### config.mk
export PLATFORM = sky130hd
export DESIGN_NAME = fifo_read_ctrl
export DESIGN_NICKNAME = d
export VERILOG_FILES = /design/src/rtl/fifo_read_ctrl.sv
export SDC_FILE = /design/constraint.sdc
export NUM_CORES = 1
export LEC_CHECK = 0
export CAP_MARGIN = 20
export CELL_PAD_IN_SITES_DETAIL_PLACEMENT = 0
export CELL_PAD_IN_SITES_GLOBAL_PLACEMENT = 1
export CORE_ASPECT_RATIO = 0.9
export CORE_UTILIZATION = 27
export DETAILED_ROUTE_END_ITERATION = 7
export GPL_ROUTABILITY_DRIVEN = 0
export MAX_ROUTING_LAYER = met4
export PLACE_DENSITY_LB_ADDON = 0.05
export REMOVE_ABC_BUFFERS = 1
export SLEW_MARGIN = 15
export SYNTH_ARGS = -nofsm -noshare
export SYNTH_HDL_FRONTEND = slang
export SYNTH_SLANG_ARGS = --single-unit
### constraint.sdc
create_clock -name clk -period 2.71 [get_ports clk]
set_input_delay 0.271 -clock clk [delete_from_list [all_inputs] [get_ports clk]]
set_output_delay 0.271 -clock clk [all_outputs]
set_load 0.03 [all_outputs]
### src/rtl/fifo_read_ctrl.sv
// fifo_read_ctrl: read-side controller for a synchronous FIFO (pointer, flags, read-valid, flush, underflow)
// Ports: clk, rst_n (sync, active-low); rd, flush, ufl_clr, wptr in;
//   rptr, raddr, fifo_rd, rd_valid, fifo_empty, almost_empty, count, underflow out.
// Define FIFO_RD_GRAY_EN to add the registered rptr_gray output for CDC to a remote writer.
module fifo_read_ctrl #(
  parameter int ADDR_W    = 4,
  parameter int AE_THRESH = 2
) (
  input  logic              clk,
  input  logic              rst_n,
  input  logic              rd,
  input  logic              flush,
  input  logic              ufl_clr,
  input  logic [ADDR_W:0]   wptr,
  output logic [ADDR_W:0]   rptr,
  output logic [ADDR_W-1:0] raddr,
  output logic              fifo_rd,
  output logic              rd_valid,
  output logic              fifo_empty,
  output logic              almost_empty,
  output logic [ADDR_W:0]   count,
  output logic              underflow
`ifdef FIFO_RD_GRAY_EN
  ,
  output logic [ADDR_W:0]   rptr_gray
`endif
);
  localparam logic [ADDR_W:0] AE = AE_THRESH[ADDR_W:0];
  logic [ADDR_W:0] rptr_nxt;
  always_comb begin
    fifo_empty   = wptr == rptr;
    count        = wptr - rptr;
    almost_empty = count <= AE;
    raddr        = rptr[ADDR_W-1:0];
    fifo_rd      = rd & ~fifo_empty & ~flush;
    rptr_nxt     = flush ? wptr : fifo_rd ? rptr + 1'b1 : rptr;
  end
  always_ff @(posedge clk) begin
    if (!rst_n) begin
      rptr      <= '0;
      rd_valid  <= 1'b0;
      underflow <= 1'b0;
    end else begin
      rptr      <= rptr_nxt;
      rd_valid  <= fifo_rd;
      // set wins over clear; a read dropped by flush is not an underflow
      underflow <= (rd & fifo_empty & ~flush) | (underflow & ~ufl_clr);
    end
  end
`ifdef FIFO_RD_GRAY_EN
  // encoded from the next pointer so the gray copy moves on the same edge as rptr
  always_ff @(posedge clk) begin
    if (!rst_n) rptr_gray <= '0;
    else rptr_gray <= rptr_nxt ^ (rptr_nxt >> 1);
  end
`endif
endmodule
==> flow_metrics.py <==
metrics = {
    "floorplan": {
        "die_area_sq_um": 2160,
        "die_height_um": 44.2,
        "rows": 14,
        "ioPinCount": 29,
        "dieWidth_um": 48.9,
        "start_util_pct": 30.2,
        "core_area_sq_um": 1770,
    },
    "cells_and_area": {
        "layout_commonest_cell": "clkdlybuf4s50_1",
        "layout_common_cells": "clkdlybuf4s50_1, inv_1, a21oi_1, dfxtp_1, o21ai_0",
        "drive_gt1_share_pct": 10.8,
        "final_cells": 117,
        "nFillCells": 177,
        "area_growth_pct": 59.3,
        "n_antenna_cell": 0,
        "fin_nets": 110,
        "fin_area_sq_um": 851,
    },
    "clock_network": {
        "cts_tree": "yes",
        "clk-insertion-delay-late_ps": 250,
        "cts.hold.buffers_added": 0,
        "root_buffer": "clkbuf_4",
        "cts_buffers": 3,
        "clock_sinks": 7,
        "cts_resized": 0,
        "clockBufferDepth": 2,
        "post-cts-setup-buffers": 0,
        "clk_pin_slew_worst_paths_ps": 50,
        "cts.htree.levels": 1,
    },
    "routing": {
        "viasPerCell": 4.48,
        "drtAntennaViolNets": 0,
        "dr_total_vias": 524,
        "drt_iter0_drc": 7,
        "drc": 0,
        "first_pass_iters": 3,
        "wirelength_um": 1310,
        "wire_per_inst_um": 11.2,
    },
    "synthesis": {
        "yosysTopAreaCellShare_pct": 26.2,
        "synth_top_area_cell": "dfxtp_1",
        "synthTopCellsByArea": "dfxtp_1, ha_1, xnor2_1, inv_1, a21oi_1",
        "ys_types": 23,
        "synth_area_sq_um": 534,
        "syn_inst": 65,
        "ys_seq_elements": 7,
        "ys_seq_area_share_pct": 26.2,
        "syn_area_per_cell_sq_um": 8.22,
        "ys_warn_count": 0,
    },
    "placement": {
        "dp_cells": 113,
        "hpwl_um": 988,
        "dpl-instance-area_sq_um": 813,
        "port_buffers": 28,
    },
    "critical_path": {
        "crit_buf_inv": 3,
        "worstPathCellList": "clkdlybuf4s50_1 > inv_1 > ha_1 > fa_2 > xnor2_1 > clkdlybuf4s50_1",
        "cp_max_fo": 2,
        "start_kind": "primary input",
        "cp_top_family": "buffers and inverters",
        "worstSetupPathType": "primary input to primary output",
        "critical_path.endpoint_type": "primary output",
        "cpMaxStageDelayCell": "clkdlybuf4s50_1",
        "worstPathRequired_ps": 2440,
        "cpPeakStageDelay_ps": 720,
        "arrival_ps": 2340,
        "cpMostUsedCell": "clkdlybuf4s50_1",
    },
    "flow_run": {
        "maxCapViolations": 0,
    },
    "global_route": {
        "grt_max_degree": 12,
        "grt_usage_pct": 13.5,
        "gr-total-overflow": 0,
        "antenna_found_initial": 0,
        "grt_pass1_wl_um": 2080,
        "grt_pass1_vias": 492,
    },
    "timing": {
        "slew_viol_final": 0,
        "hold_viol_final": 0,
        "max_slew_margin_pct": 76.6,
        "finalCritPeriodShare_pct": 96.3,
        "worst_slew_pin_slew_ps": 349,
        "fin_crit_ps": 2610,
        "rsz0062_at_grt": "no",
        "setup_viol": 0,
        "fmax_ghz": 0.383,
        "finClkSkew_ps": 2.57,
    },
    "power": {
        "powerDensity_nw_per_um2": 504,
        "irDropWorstVdd_v": 0.000351,
        "leakage_nw": 0.358,
    },
    "outcome": {
        "outcome": "finished clean",
    },
    "hold_path": {
        "holdCritPathClass": "flip-flop to flip-flop",
    },
}
[worst min-delay path, stage by stage, from the launching register on]
cell     delay [ps]
dfxtp_1         330
a32oi_1          60
nor2b_1         100
[final timing paths]
path	slack (ps)	cells past startpoint	from	to
max	100	6	wptr[0]	count[2]
max reg2reg	870	7	rptr[2]$_SDFFE_PN0P_	rptr[1]$_SDFFE_PN0P_
min reg2reg	530	2	underflow$_SDFF_PN0_	underflow$_SDFF_PN0_
min	530	2	underflow$_SDFF_PN0_	underflow$_SDFF_PN0_
[synthesized netlist by cell type, drive strengths merged]
library cell / n
inv: 11
a21oi: 7
dfxtp: 7
o21ai: 6
ha: 5
xnor2: 5
buf: 4
nor2: 3
xor2: 3
a21o: 2
a2111oi: 1
a32oi: 1
and2: 1
clkbuf: 1
fa: 1
mux2i: 1
nand2: 1
nand3: 1
nand4: 1
nor2b: 1
nor3: 1
nor4: 1
[power by group]
| part | switching [mW] | internal [mW] | total (mW) |
|---|---|---|---|
| Sequential | 0.00873 | 0.110 | 0.119 |
| Clock | 0.0401 | 0.0563 | 0.0964 |
| Combinational | 0.123 | 0.0911 | 0.214 |
[stage by stage]
| stage | hold slack [ps] | utilization, % | power (mW) | worst slack, ps | setup TNS [ps] |
|---|---|---|---|---|---|
| after global placement | 497 | 46.0 | 0.328 | 28.9 | 0 |
| after global routing | 576 | 48.1 | 0.456 | 12.7 | 0 |
| final | 525 | 48.1 | 0.428 | 99.6 | 0 |
| after detailed placement | 508 | 46.0 | 0.328 | 14.4 | 0 |
| after floorplan | 393 | - | 0.241 | -982 | -982 |
| after CTS | 528 | 47.5 | 0.426 | 0.240 | 0 |
[cells by family (layout without fill, tap and decap cells)]
logic type / Yosys count / count (layout) / synth area share [%]
buf+inv: 16 / 44 / 14.1
xor+xnor: 8 / 8 / 13.1
mux: 1 / 1 / 1.87
fa+ha+maj: 6 / 6 / 15.5
compound gates: 17 / 17 / 18.3
simple gates: 10 / 10 / 11.0
flops: 7 / 7 / 26.2
[routing by layer]
| layer | part of all wire [%] | track usage (%) | wire [um] | up-vias |
|---|---|---|---|---|
| met1 | 45 | 15.5 | 595 | 238 |
| li1 | - | - | - | 268 |
| met4 | 0 | 1.76 | 0 | 0 |
| met3 | 7.4 | 7.56 | 97 | 0 |
| met2 | 47 | 21.1 | 615 | 18 |
| met5 | 0 | - | 0 | - |
[flip-flops by register name, summed over array words and instances (netlist names)]
register / cells
rptr: 5
underflow: 1
rd_valid: 1
[cell type report]
type	count	area, sq um	share of cell area (%)
sequential	7	140	16.5
tap	24	30.0	3.53
inverter	11	41.3	4.85
timing repair buffer	29	285	33.5
multi-input combinational	42	328	38.5
clock buffer	4	26.3	3.09
(Power assumes the default switching activity.)
